==> src/rtl/amo_unit_pkg.sv <==
// +----------------------------------------------------------------------------+
// | amo_unit_pkg : atomic function codes, FSM state encodings, op decode helper |
// | Rev 1.0                                                                    |
// +----------------------------------------------------------------------------+
`default_nettype none

package amo_unit_pkg;

    localparam logic [4:0] ATOMIC_ADD_OP  = 5'b00000;
    localparam logic [4:0] ATOMIC_SWAP_OP = 5'b00001;
    localparam logic [4:0] ATOMIC_LR_OP   = 5'b00010;
    localparam logic [4:0] ATOMIC_SC_OP   = 5'b00011;
    localparam logic [4:0] ATOMIC_XOR_OP  = 5'b00100;
    localparam logic [4:0] ATOMIC_OR_OP   = 5'b01000;
    localparam logic [4:0] ATOMIC_AND_OP  = 5'b01100;
    localparam logic [4:0] ATOMIC_MIN_OP  = 5'b10000;
    localparam logic [4:0] ATOMIC_MAX_OP  = 5'b10100;
    localparam logic [4:0] ATOMIC_MINU_OP = 5'b11000;
    localparam logic [4:0] ATOMIC_MAXU_OP = 5'b11100;

    localparam logic [1:0] ST_IDLE  = 2'd0;
    localparam logic [1:0] ST_READ  = 2'd1;
    localparam logic [1:0] ST_WRITE = 2'd2;
    localparam logic [1:0] ST_RESP  = 2'd3;

    // Read-modify-write ops only; LR/SC are decoded separately.
    function automatic logic is_rmw_op(input logic [4:0] op);
        case (op)
            ATOMIC_ADD_OP, ATOMIC_SWAP_OP, ATOMIC_XOR_OP, ATOMIC_OR_OP,
            ATOMIC_AND_OP, ATOMIC_MIN_OP, ATOMIC_MAX_OP, ATOMIC_MINU_OP,
            ATOMIC_MAXU_OP: is_rmw_op = 1'b1;
            default:        is_rmw_op = 1'b0;
        endcase
    endfunction

endpackage

`default_nettype wire

==> src/rtl/amo_unit_atomic.sv <==
// +----------------------------------------------------------------------------+
// | amo_unit_atomic : combinational atomic combine of old value and rs2        |
// | Rev 1.0                                                                    |
// +----------------------------------------------------------------------------+
`default_nettype none

module amo_unit_atomic
    import amo_unit_pkg::*;
#(
    parameter int XLEN = 32
) (
    input  logic [4:0]      op_i,
    input  logic [XLEN-1:0] old_i,
    input  logic [XLEN-1:0] wdata_i,
    output logic [XLEN-1:0] result_o
);

    logic w_slt;
    logic w_ult;

    // Strict less-than so that equal operands keep the old value.
    assign w_slt = $signed(wdata_i) < $signed(old_i);
    assign w_ult = wdata_i < old_i;

    always_comb begin
        result_o = old_i;
        case (op_i)
            ATOMIC_SWAP_OP: result_o = wdata_i;
            ATOMIC_SC_OP:   result_o = wdata_i;
            ATOMIC_ADD_OP:  result_o = old_i + wdata_i;
            ATOMIC_XOR_OP:  result_o = old_i ^ wdata_i;
            ATOMIC_OR_OP:   result_o = old_i | wdata_i;
            ATOMIC_AND_OP:  result_o = old_i & wdata_i;
            ATOMIC_MIN_OP:  result_o = w_slt ? wdata_i : old_i;
            ATOMIC_MAX_OP:  result_o = (!w_slt && (wdata_i != old_i)) ? wdata_i : old_i;
            ATOMIC_MINU_OP: result_o = w_ult ? wdata_i : old_i;
            ATOMIC_MAXU_OP: result_o = (!w_ult && (wdata_i != old_i)) ? wdata_i : old_i;
            default:        result_o = old_i;
        endcase
    end

endmodule

`default_nettype wire

==> src/rtl/amo_unit.sv <==
// +----------------------------------------------------------------------------+
// | amo_unit : read-modify-write atomic memory op sequencer (IDLE/READ/WRITE/  |
// |            RESP). Optional LR/SC reservation enabled by AMO_LRSC_EN.        |
// | Rev 1.0                                                                    |
// +----------------------------------------------------------------------------+
`default_nettype none

module amo_unit
    import amo_unit_pkg::*;
#(
    parameter int XLEN = 32
) (
    input  logic            clk,
    input  logic            rst_n,
    input  logic            req_valid,
    output logic            req_ready,
    input  logic [4:0]      req_op,
    input  logic [XLEN-1:0] req_addr,
    input  logic [XLEN-1:0] req_wdata,
    output logic            resp_valid,
    input  logic            resp_ready,
    output logic [XLEN-1:0] resp_rdata,
    output logic            resp_err,
    output logic            mem_req,
    output logic            mem_we,
    output logic [XLEN-1:0] mem_addr,
    output logic [XLEN-1:0] mem_wdata,
    input  logic            mem_ack,
    input  logic [XLEN-1:0] mem_rdata
);

    logic [1:0]      state_q,  state_d;
    logic [4:0]      op_q,     op_d;
    logic [XLEN-1:2] addr_q,   addr_d;
    logic [XLEN-1:0] wdata_q,  wdata_d;
    logic [XLEN-1:0] old_q,    old_d;
    logic            err_q,    err_d;
    logic [XLEN-1:0] w_combined;
    logic            w_op_ok;

`ifdef AMO_LRSC_EN
    logic            resv_valid_q, resv_valid_d;
    logic [XLEN-1:2] resv_addr_q,  resv_addr_d;

    assign w_op_ok = is_rmw_op(req_op) || (req_op == ATOMIC_LR_OP) || (req_op == ATOMIC_SC_OP);
`else
    assign w_op_ok = is_rmw_op(req_op);
`endif

    amo_unit_atomic #(
        .XLEN     (XLEN)
    ) u_atomic (
        .op_i     (op_q),
        .old_i    (old_q),
        .wdata_i  (wdata_q),
        .result_o (w_combined)
    );

    always_comb begin
        state_d = state_q;
        op_d    = op_q;
        addr_d  = addr_q;
        wdata_d = wdata_q;
        old_d   = old_q;
        err_d   = err_q;
`ifdef AMO_LRSC_EN
        resv_valid_d = resv_valid_q;
        resv_addr_d  = resv_addr_q;
`endif
        case (state_q)
            ST_IDLE: begin
                if (req_valid) begin
                    op_d    = req_op;
                    addr_d  = req_addr[XLEN-1:2];
                    wdata_d = req_wdata;
                    old_d   = '0;
                    err_d   = 1'b0;
`ifdef AMO_LRSC_EN
                    if (req_op == ATOMIC_SC_OP) begin
                        resv_valid_d = 1'b0;
                    end
`endif
                    if ((req_addr[1:0] != 2'b00) || !w_op_ok) begin
                        err_d   = 1'b1;
                        state_d = ST_RESP;
                    end
`ifdef AMO_LRSC_EN
                    // SC never reads: success writes straight away and reports 0.
                    else if (req_op == ATOMIC_SC_OP) begin
                        if (resv_valid_q && (resv_addr_q == req_addr[XLEN-1:2])) begin
                            state_d = ST_WRITE;
                        end else begin
                            old_d   = {{(XLEN-1){1'b0}}, 1'b1};
                            state_d = ST_RESP;
                        end
                    end
`endif
                    else begin
                        state_d = ST_READ;
                    end
                end
            end
            ST_READ: begin
                if (mem_ack) begin
                    old_d   = mem_rdata;
                    state_d = ST_WRITE;
`ifdef AMO_LRSC_EN
                    if (op_q == ATOMIC_LR_OP) begin
                        resv_valid_d = 1'b1;
                        resv_addr_d  = addr_q;
                        state_d      = ST_RESP;
                    end
`endif
                end
            end
            ST_WRITE: begin
                if (mem_ack) begin
                    state_d = ST_RESP;
`ifdef AMO_LRSC_EN
                    if (resv_addr_q == addr_q) begin
                        resv_valid_d = 1'b0;
                    end
`endif
                end
            end
            ST_RESP: begin
                if (resp_ready) begin
                    state_d = ST_IDLE;
                end
            end
            default: state_d = ST_IDLE;
        endcase
    end

    always_ff @(posedge clk) begin
        if (!rst_n) begin
            state_q <= ST_IDLE;
            op_q    <= '0;
            addr_q  <= '0;
            wdata_q <= '0;
            old_q   <= '0;
            err_q   <= 1'b0;
`ifdef AMO_LRSC_EN
            resv_valid_q <= 1'b0;
            resv_addr_q  <= '0;
`endif
        end else begin
            state_q <= state_d;
            op_q    <= op_d;
            addr_q  <= addr_d;
            wdata_q <= wdata_d;
            old_q   <= old_d;
            err_q   <= err_d;
`ifdef AMO_LRSC_EN
            resv_valid_q <= resv_valid_d;
            resv_addr_q  <= resv_addr_d;
`endif
        end
    end

    // All outputs decode from registered state, so they hold while valid/req is high.
    assign req_ready  = (state_q == ST_IDLE);
    assign resp_valid = (state_q == ST_RESP);
    assign resp_rdata = old_q;
    assign resp_err   = err_q;
    assign mem_req    = (state_q == ST_READ) || (state_q == ST_WRITE);
    assign mem_we     = (state_q == ST_WRITE);
    assign mem_addr   = {addr_q, 2'b00};
    assign mem_wdata  = (state_q == ST_WRITE) ? w_combined : '0;

endmodule

`default_nettype wire

==> config.mk <==
export PLATFORM = sky130hd
export DESIGN_NAME = amo_unit
export DESIGN_NICKNAME = d
export VERILOG_FILES = /design/src/rtl/amo_unit_pkg.sv /design/src/rtl/amo_unit_atomic.sv /design/src/rtl/amo_unit.sv
export SDC_FILE = /design/constraint.sdc
export NUM_CORES = 1
export LEC_CHECK = 0
export BUFFER_PORTS_ARGS = -buffer_cell sky130_fd_sc_hd__buf_2
export CAP_MARGIN = 15
export CELL_PAD_IN_SITES_DETAIL_PLACEMENT = 0
export CELL_PAD_IN_SITES_GLOBAL_PLACEMENT = 1
export CORE_ASPECT_RATIO = 0.8
export CORE_MARGIN = 3
export CORE_UTILIZATION = 40
export DETAILED_ROUTE_END_ITERATION = 8
export PLACE_DENSITY_LB_ADDON = 0.12
export SLEW_MARGIN = 20
export SYNTH_ARGS = -nofsm -noshare
export SYNTH_HDL_FRONTEND = slang
export SYNTH_SLANG_ARGS = --single-unit
export TNS_END_PERCENT = 100
==> constraint.sdc <==
create_clock -name clk -period 3.95 [get_ports clk]
set_input_delay 0 -clock clk [delete_from_list [all_inputs] [get_ports clk]]
set_output_delay 0 -clock clk [all_outputs]
set_load 0.05 [all_outputs]
==> flow_metrics.env, run 1 <==
export IMPL_ff_latch_area_sq_um=2060
export IMPL_design_area_sq_um=12600
export IMPL_period_minus_slack_ps=3880
export IMPL_synth_most_common_cell="nand2_1"
export IMPL_synth_compound_area_share_pct=31.0
export IMPL_synthAdderAreaFrac_pct=13.6
export IMPL_area_growth_pct=34.9
export IMPL_cts_path_max_buffers=2
export IMPL_port_buffers=204
export IMPL_peakVddDrop_v=0.000699
export IMPL_fillCellCount=2197
export IMPL_vias=10810
export IMPL_cp_end_kind="primary output"
export IMPL_ys_flop_type="dfxtp_1"
export IMPL_place_area_sq_um=11100
export IMPL_dp_slack_ps=245
export IMPL_numCtsBuffers=9
export IMPL_clkSlewWorstSetupHoldPaths_ps=90
export IMPL_wl_per_cell_um=21.0
export IMPL_wirelength_um=40200
export IMPL_worst_slack_ps=67.1
export IMPL_die_h_um=143
export IMPL_synthTopCellsByCount="247 x nand2_1, 102 x dfxtp_1, 101 x a21boi_0"
export IMPL_hp_class="input pin to register"
export IMPL_synth_seq_cells=102
export IMPL_critPathLaunchType="register"
export IMPL_htree_levels=3
export IMPL_grt_pass1_wl_um=60700
export IMPL_synth_top_area_share_pct=21.8
export IMPL_leakage_uw=0.00536
export IMPL_clock_latency_ps=370
export IMPL_remaining_drc_errors=0
export IMPL_antennaDiodeCount=0
export IMPL_synth_seq_area_share_pct=21.8
export IMPL_grt_pass1_vias=10235
export IMPL_critPathRequiredTime_ps=3950
export IMPL_rrSetupSlack_ps=1630
export IMPL_dr_pass1_iters=5
export IMPL_synth_enable_flop_cells=0
export IMPL_grtUsageTotal_pct=31.0
export IMPL_grt_max_degree=55
export IMPL_fmax_ghz=0.258
export IMPL_status="finished, final reports clean"
export IMPL_multi_input_area_sq_um=6790
export IMPL_syn_area_sq_um=9360
export IMPL_finalSetupViolations=0
export IMPL_synthXorXnorAreaFrac_pct=2.25
export IMPL_start_util_pct=41.2
export IMPL_maxSlewHeadroom_pct=40.8
export IMPL_synthCells=1285
export IMPL_tightest_slew_ps=884
export IMPL_synthTopCellsByArea="dfxtp_1 22%, ha_1 13%, nand2_1 9.9%, a21boi_0 8.1%, o21ai_0 4.0%"
export IMPL_dieArea_sq_um=25300
export IMPL_chipWidth_um=177
export IMPL_fin_nets=1808
export IMPL_hold_violations=0
export IMPL_period_share_pct=98.3
export IMPL_antenna_found_initial=0
export IMPL_cts_sinks=102
export IMPL_cp_arrival_ps=3880
export IMPL_initialDrtViolationCount=1081
export IMPL_path_max_fanout=8
export IMPL_synth_area_mux_share_pct=1.64
export IMPL_synthArstFlopShare_pct=0
export IMPL_fin_hold_ws_ps=10.9
export IMPL_power_density_nw_per_um2=560
export IMPL_postRouteAntennaNets=0
export IMPL_pin_count=207
export IMPL_drive_above_1_share_pct=24.8
export IMPL_dpl_hpwl_um=29700
export IMPL_core_area_sq_um=22700
export IMPL_gp_congestion=1.02
export IMPL_crit_type="register to primary output"
export IMPL_gr_total_overflow=0
export IMPL_cts_tree="yes"
export IMPL_synth_top_family_by_area="compound AO/OA/AOI/OAI gates"
export IMPL_final_max_slew_violation_count=0
export IMPL_synth_top_area_cell="dfxtp_1"
export IMPL_rows=49
export IMPL_clock_skew_ps=16.1
export IMPL_synth_warnings=0
export IMPL_vias_per_cell=5.65
export IMPL_reg2reg_depth=8
export IMPL_hold_depth=3
export IMPL_yosys_area_share_simple_pct=21.5
export IMPL_yosysUniqueCellTypes=86
export IMPL_clockRootBuffer="clkbuf_16"
export IMPL_synth_area_per_cell_sq_um=7.29
export IMPL_maxCapViolations=0
[cell type report]
cell class | instances | area share, %
clock buffers | 10 | 1.89
clock inverters | 6 | 0.495
inverters | 90 | 2.67
flip-flops and latches | 102 | 16.3
repair buffers | 398 | 21.9
multi-input cells | 1000 | 53.7
well taps | 306 | 3.03
[metrics by stage]
stage          std cells  power (uW)  setup TNS (ps)  utilization (%)
2_1_floorplan       1286        4380               0                -
3_3_place_gp        1796        5780               0             48.8
3_5_place_dp        1796        5810               0             48.8
4_1_cts             1908        6860               0             54.5
5_1_grt             1912        7490            -196             55.5
6_report            1912        7070               0             55.5
[path summary, 6_finish.rpt]
kind                       start              to
setup reg to reg      state_q[1]  resp_rdata[18]
hold reg to reg       addr_q[19]      addr_q[19]
setup / recovery  resp_rdata[17]   mem_wdata[26]
hold / removal     mem_rdata[22]  resp_rdata[22]
[placed cells by master (no fill, tap or decap), types with 16 or more instances in the layout]
cell type / synthesis / layout
a211oi_1: 20 / 17
a21boi_0: 101 / 100
a21oi_1: 70 / 68
buf_2: 10 / 201
buf_4: 9 / 98
dfxtp_1: 102 / 84
dfxtp_2: 0 / 18
dlygate4sd3_1: 0 / 95
ha_1: 100 / 85
inv_1: 88 / 88
nand2_1: 247 / 245
nand3_1: 54 / 53
nor2_1: 67 / 67
nor3_1: 20 / 16
o211ai_1: 20 / 20
o21ai_0: 75 / 72
xnor2_1: 16 / 16
[worst max-delay path, cell delays in order (launching register included)]
cell	delay (ps)
dfxtp_1	420
inv_1	100
ha_1	350
nor4_1	270
buf_4	170
nand4_1	90
buf_4	180
nor3_4	270
nor3_1	140
o21ai_2	210
mux2i_4	170
buf_4	220
a221o_1	370
a211oi_1	230
o22ai_1	120
buf_4	220
[sequential cells by signal, summed over array words and instances (netlist names)]
register,flops
resp_rdata,32
addr_q,30
resp_err,1
state_q,2
wdata_q,32
op_q,5
[timing repair]
item,in CTS,in global routing
gates resized for setup,9,58
buffers inserted,1,4
hold buffers,95,0
cloned,0,0
pin swaps,2,5
setup endpoints to repair,18,31
hold endpoints to repair,94,0
[where the power goes]
part / switching (uW) / leakage (uW) / internal, uW
Sequential: 183 / 0.000841 / 1210
Clock: 474 / 0.000149 / 466
Combinational: 3140 / 0.00437 / 1600
Total: 3800 / 0.00536 / 3270
[layer usage]
layer | track usage, % | vias up | share of wire, % | wire length, um
met5 | 0 | - | 0 | 0
met4 | 6.24 | 0 | 1.4 | 565
met3 | 10.6 | 41 | 12 | 4980
met2 | 43.3 | 572 | 40 | 15900
met1 | 45.8 | 5079 | 47 | 18700
li1 | - | 5118 | - | -
[cell families after synthesis]
logic type	count (synthesis)
xor gates and xnor gates	24
adders and majority gates	101
buffers and inverters	184
other	1
muxes	12
and+or+nand+nor	445
AOI/OAI and AO/OA	416
DFF	102
No activity file was read; power rests on OpenSTA's default activity.
==> run 2, diff against run 1 <==
Settings changed: CELL_PAD_IN_SITES_DETAIL_PLACEMENT 0 to 1.
==> flow_metrics.env, run 2 (synthesis results as in run 1) <==
export IMPL_antenna_found_initial=1
export IMPL_clockRootBuffer="clkbuf_16"
export IMPL_period_share_pct=99.7
export IMPL_start_util_pct=41.2
export IMPL_postRouteAntennaNets=0
export IMPL_finalSetupViolations=0
export IMPL_wirelength_um=47400
export IMPL_critPathRequiredTime_ps=3950
export IMPL_gr_total_overflow=0
export IMPL_dieArea_sq_um=25300
export IMPL_multi_input_area_sq_um=6800
export IMPL_fmax_ghz=0.254
export IMPL_final_common_cell="nand2_1"
export IMPL_period_minus_slack_ps=3940
export IMPL_final_core_util_pct=55.9
export IMPL_vias_per_cell=5.96
export IMPL_fin_hold_ws_ps=27.4
export IMPL_crit_buf_inv=2
export IMPL_clock_latency_ps=360
export IMPL_cts_sinks=102
export IMPL_gp_congestion=1.02
export IMPL_clock_skew_ps=11.9
export IMPL_hp_class="input pin to register"
export IMPL_ff_latch_area_sq_um=2080
export IMPL_area_growth_pct=35.7
export IMPL_grt_pass1_vias=11698
export IMPL_port_buffers=204
export IMPL_power_density_nw_per_um2=584
export IMPL_crit_type="register to primary output"
export IMPL_status="finished, final reports clean"
export IMPL_grt_pass1_wl_um=69900
export IMPL_clkSlewWorstSetupHoldPaths_ps=90
export IMPL_grtUsageTotal_pct=35.9
export IMPL_power_total_uw=7420
export IMPL_pin_count=207
export IMPL_leakage_uw=0.00540
export IMPL_vias=11434
export IMPL_cts_path_max_buffers=2
export IMPL_path_max_fanout=8
export IMPL_maxSlewHeadroom_pct=38.7
export IMPL_crit_slowest_cell="or4_1"
export IMPL_critPathTopFamily="compound AO/OA/AOI/OAI gates"
export IMPL_die_h_um=143
export IMPL_grt_max_degree=55
export IMPL_place_area_sq_um=11100
export IMPL_rows=49
export IMPL_chipWidth_um=177
export IMPL_cp_end_kind="primary output"
export IMPL_dpl_hpwl_um=32200
export IMPL_remaining_drc_errors=0
export IMPL_drive_above_1_share_pct=26.0
export IMPL_core_area_sq_um=22700
export IMPL_maxCapViolations=0
export IMPL_tightest_slew_ps=915
export IMPL_hold_violations=0
export IMPL_peakVddDrop_v=0.000539
export IMPL_max_stage_delay_ps=600
export IMPL_numCtsBuffers=9
export IMPL_critPathLaunchType="register"
export IMPL_initialDrtViolationCount=1035
export IMPL_fillCellCount=2859
export IMPL_design_area_sq_um=12700
export IMPL_dr_pass1_iters=5
export IMPL_cp_arrival_ps=3940
export IMPL_crit_chain="inv_1 > ha_1 > or4_1 > nor3_4 > nor3_1 > o21ai_2 > mux2i_4 > a221o_1 > a2111oi_1 > o22ai_1 > buf_2"
export IMPL_final_cell_mix="245 x nand2_1, 200 x buf_2, 103 x buf_4"
export IMPL_wl_per_cell_um=24.7
export IMPL_fin_nets=1812
export IMPL_cts_tree="yes"
export IMPL_htree_levels=3
export IMPL_final_max_slew_violation_count=0
## run 2: what timing repair did
item	CTS	global route
gates resized for setup	18	68
hold buffers	95	0
pin swaps	2	8
setup buffers	1	8
hold endpoints to repair	94	0
setup endpoints to repair	28	31
## run 2: tightest hold or removal path, cell delays in order
cell	delay, ps
buf_2	110
nand3_1	150
a21boi_0	100
## run 2: path summary, 6_finish.rpt
| path | start | end | slack, ps | depth (start not counted) |
|---|---|---|---|---|
| setup / recovery | resp_rdata[1] | mem_wdata[29] | 10 | 11 |
| hold / removal | mem_rdata[22] | resp_rdata[22] | 30 | 3 |
| setup reg to reg | state_q[1] | resp_rdata[29] | 1420 | 8 |
| hold reg to reg | addr_q[24] | addr_q[24] | 480 | 2 |
## run 2: per-layer routing
metal | GRT usage (%) | share of wire, % | vias up
met1 | 48.7 | 43 | 5625
met2 | 54.1 | 43 | 622
met4 | 10.2 | 2.0 | 0
met3 | 12.3 | 12 | 72
met5 | 0 | 0 | -
li1 | - | - | 5115
## run 2: final cells by class
| type | count | share of cell area (%) |
|---|---|---|
| Antenna cell | 1 | 0.0197 |
| Multi-Input combinational cell | 1000 | 53.5 |
| Timing Repair Buffer | 402 | 22.0 |
| Inverter | 90 | 2.66 |
| Clock inverter | 6 | 0.601 |
| Sequential cell | 102 | 16.4 |
| Tap cell | 306 | 3.01 |
| Clock buffer | 10 | 1.88 |
## run 2: report_power, final
part / leakage, uW / total [uW] / internal (uW) / switching [uW]
logic: 0.00440 / 5010 / 1630 / 3370
registers: 0.000846 / 1420 / 1210 / 206
clock network: 0.000155 / 996 / 521 / 475
## run 2: through the flow
stage | cells | TNS, ps | setup slack, ps
global placement | 1796 | 0 | 315
detailed placement | 1796 | 0 | 193
global route | 1917 | -321 | -140
CTS | 1908 | 0 | 0.886
finish | 1917 | 0 | 12.4
floorplan | 1286 | 0 | 26.8
==> run 3, diff against run 2 <==
Settings changed: CELL_PAD_IN_SITES_DETAIL_PLACEMENT 1 to default, CELL_PAD_IN_SITES_GLOBAL_PLACEMENT 1 to default, CORE_UTILIZATION 40 to 56.
==> flow_metrics.env, run 3 (synthesis results as in run 1) <==
export IMPL_tightest_slew_ps=1000
export IMPL_numCtsBuffers=9
export IMPL_hp_class="input pin to register"
export IMPL_final_common_cell="nand2_1"
export IMPL_final_core_util_pct=77.6
export IMPL_fmax_ghz=0.261
export IMPL_start_util_pct=58.3
export IMPL_critPathTopFamily="compound AO/OA/AOI/OAI gates"
export IMPL_finalSetupViolations=0
export IMPL_vias_per_cell=6.14
export IMPL_leakage_uw=0.00529
export IMPL_peakVddDrop_v=0.000587
export IMPL_die_h_um=122
export IMPL_cp_arrival_ps=3830
export IMPL_wl_per_cell_um=21.5
export IMPL_dr_pass1_iters=8
export IMPL_grt_max_degree=63
export IMPL_clock_latency_ps=370
export IMPL_port_buffers=204
export IMPL_grtUsageTotal_pct=41.3
export IMPL_pin_count=207
export IMPL_cp_num_cells=14
export IMPL_gp_congestion=1.07
export IMPL_core_area_sq_um=16100
export IMPL_clkSlewWorstSetupHoldPaths_ps=70
export IMPL_htree_levels=3
export IMPL_design_area_sq_um=12500
export IMPL_place_area_sq_um=10900
export IMPL_gr_total_overflow=0
export IMPL_antennaDiodeCount=0
export IMPL_instances_no_fill=1806
export IMPL_period_share_pct=96.9
export IMPL_postRouteAntennaNets=0
export IMPL_clock_skew_ps=12.2
export IMPL_crit_slowest_cell="mux2i_4"
export IMPL_path_max_fanout=8
export IMPL_wirelength_um=38900
export IMPL_critPathRequiredTime_ps=3950
export IMPL_reg2reg_depth=7
export IMPL_grt_pass1_wl_um=58800
export IMPL_dp_cells=1691
export IMPL_crit_type="register to primary output"
export IMPL_final_cell_mix="246 x nand2_1, 198 x buf_2, 101 x a21boi_0"
export IMPL_crit_buf_inv=5
export IMPL_crit_chain="inv_1 > ha_1 > buf_4 > inv_1 > a21oi_1 > a21boi_0 > o31ai_4 > nand2_2 > mux2i_4 > buf_4 > a221oi_1 > a21o_1 > o21ai_0 > clkbuf_4"
export IMPL_critPathLaunchType="register"
export IMPL_max_stage_delay_ps=560
export IMPL_cp_end_kind="primary output"
export IMPL_cts_sinks=102
export IMPL_period_minus_slack_ps=3830
export IMPL_fin_hold_ws_ps=58.3
export IMPL_antenna_found_initial=0
export IMPL_hold_depth=3
export IMPL_maxCapViolations=0
export IMPL_status="finished, final reports clean"
export IMPL_power_density_nw_per_um2=571
export IMPL_chipWidth_um=151
export IMPL_remaining_drc_errors=0
export IMPL_grt_pass1_vias=10385
export IMPL_power_total_uw=7110
export IMPL_dpl_hpwl_um=27000
export IMPL_initialDrtViolationCount=1321
export IMPL_dieArea_sq_um=18300
export IMPL_drive_above_1_share_pct=24.6
export IMPL_cts_tree="yes"
export IMPL_fin_nets=1793
export IMPL_hold_violations=0
export IMPL_final_max_slew_violation_count=0
export IMPL_cts_path_max_buffers=2
export IMPL_rows=41
export IMPL_area_growth_pct=33.0
export IMPL_clockRootBuffer="clkbuf_16"
export IMPL_maxSlewHeadroom_pct=33.3
export IMPL_vias=11081
## run 3: cell count changes in the layout (fill, tap and decap cells not counted), sizes merged
| cell | change |
|---|---|
| diode | -1 |
| buf | -21 |
| inv | +3 |
| clkinv | -2 |
| dlygate4sd3 | -2 |
| clkbuf | +3 |
## run 3: per-layer routing
layer,vias up,track usage (%),part of all wire [%]
met5,-,0,0
li1,5081,-,-
met1,5069,56.9,40
met4,0,11.0,2.7
met3,104,18.1,16
met2,827,58.8,41
## run 3: repair_timing
item,in CTS,in global routing
setup buffers,4,2
hold buffers,93,0
cloned,0,0
resized for setup,9,72
pin swaps,2,9
endpoints found under the setup margin,31,31
hold endpoints to repair,92,0
## run 3: worst reg2reg max path, cell delays in order (launching register included)
cell and delay [ps]:
dfxtp_1 350, inv_1 90, ha_1 330, mux2_2 230, and2_1 750, buf_4 310, nand3_1 190, a21boi_0 280
## run 3: area by class of cell
type | instances | area, sq um
well taps | 215 | 269
inverters | 90 | 338
multi-input cells | 1000 | 6840
clock inverters | 7 | 95.1
flip-flops and latches | 102 | 2070
fillers | 1145 | 3600
clock buffers | 9 | 225
repair buffers | 383 | 2620
## run 3: path summary, 6_finish.rpt
check,start,slack [ps],end
max,resp_rdata[11],120,mem_wdata[15]
max reg2reg,state_q[1],1310,resp_rdata[30]
min,mem_rdata[25],60,resp_rdata[25]
min reg2reg,addr_q[12],470,addr_q[12]
## run 3: through the flow
stage | setup WS, ps | TNS, ps
floorplan | 26.8 | 0
global placement | 84.9 | 0
detailed placement | 100 | 0
CTS | 11.1 | 0
global route | -56.9 | -148
finish | 121 | 0
## run 3: power by group
group	switching (uW)	total (uW)	internal [uW]
registers	211	1420	1210
clock network	471	985	514
logic	3130	4710	1580
total	3810	7110	3300
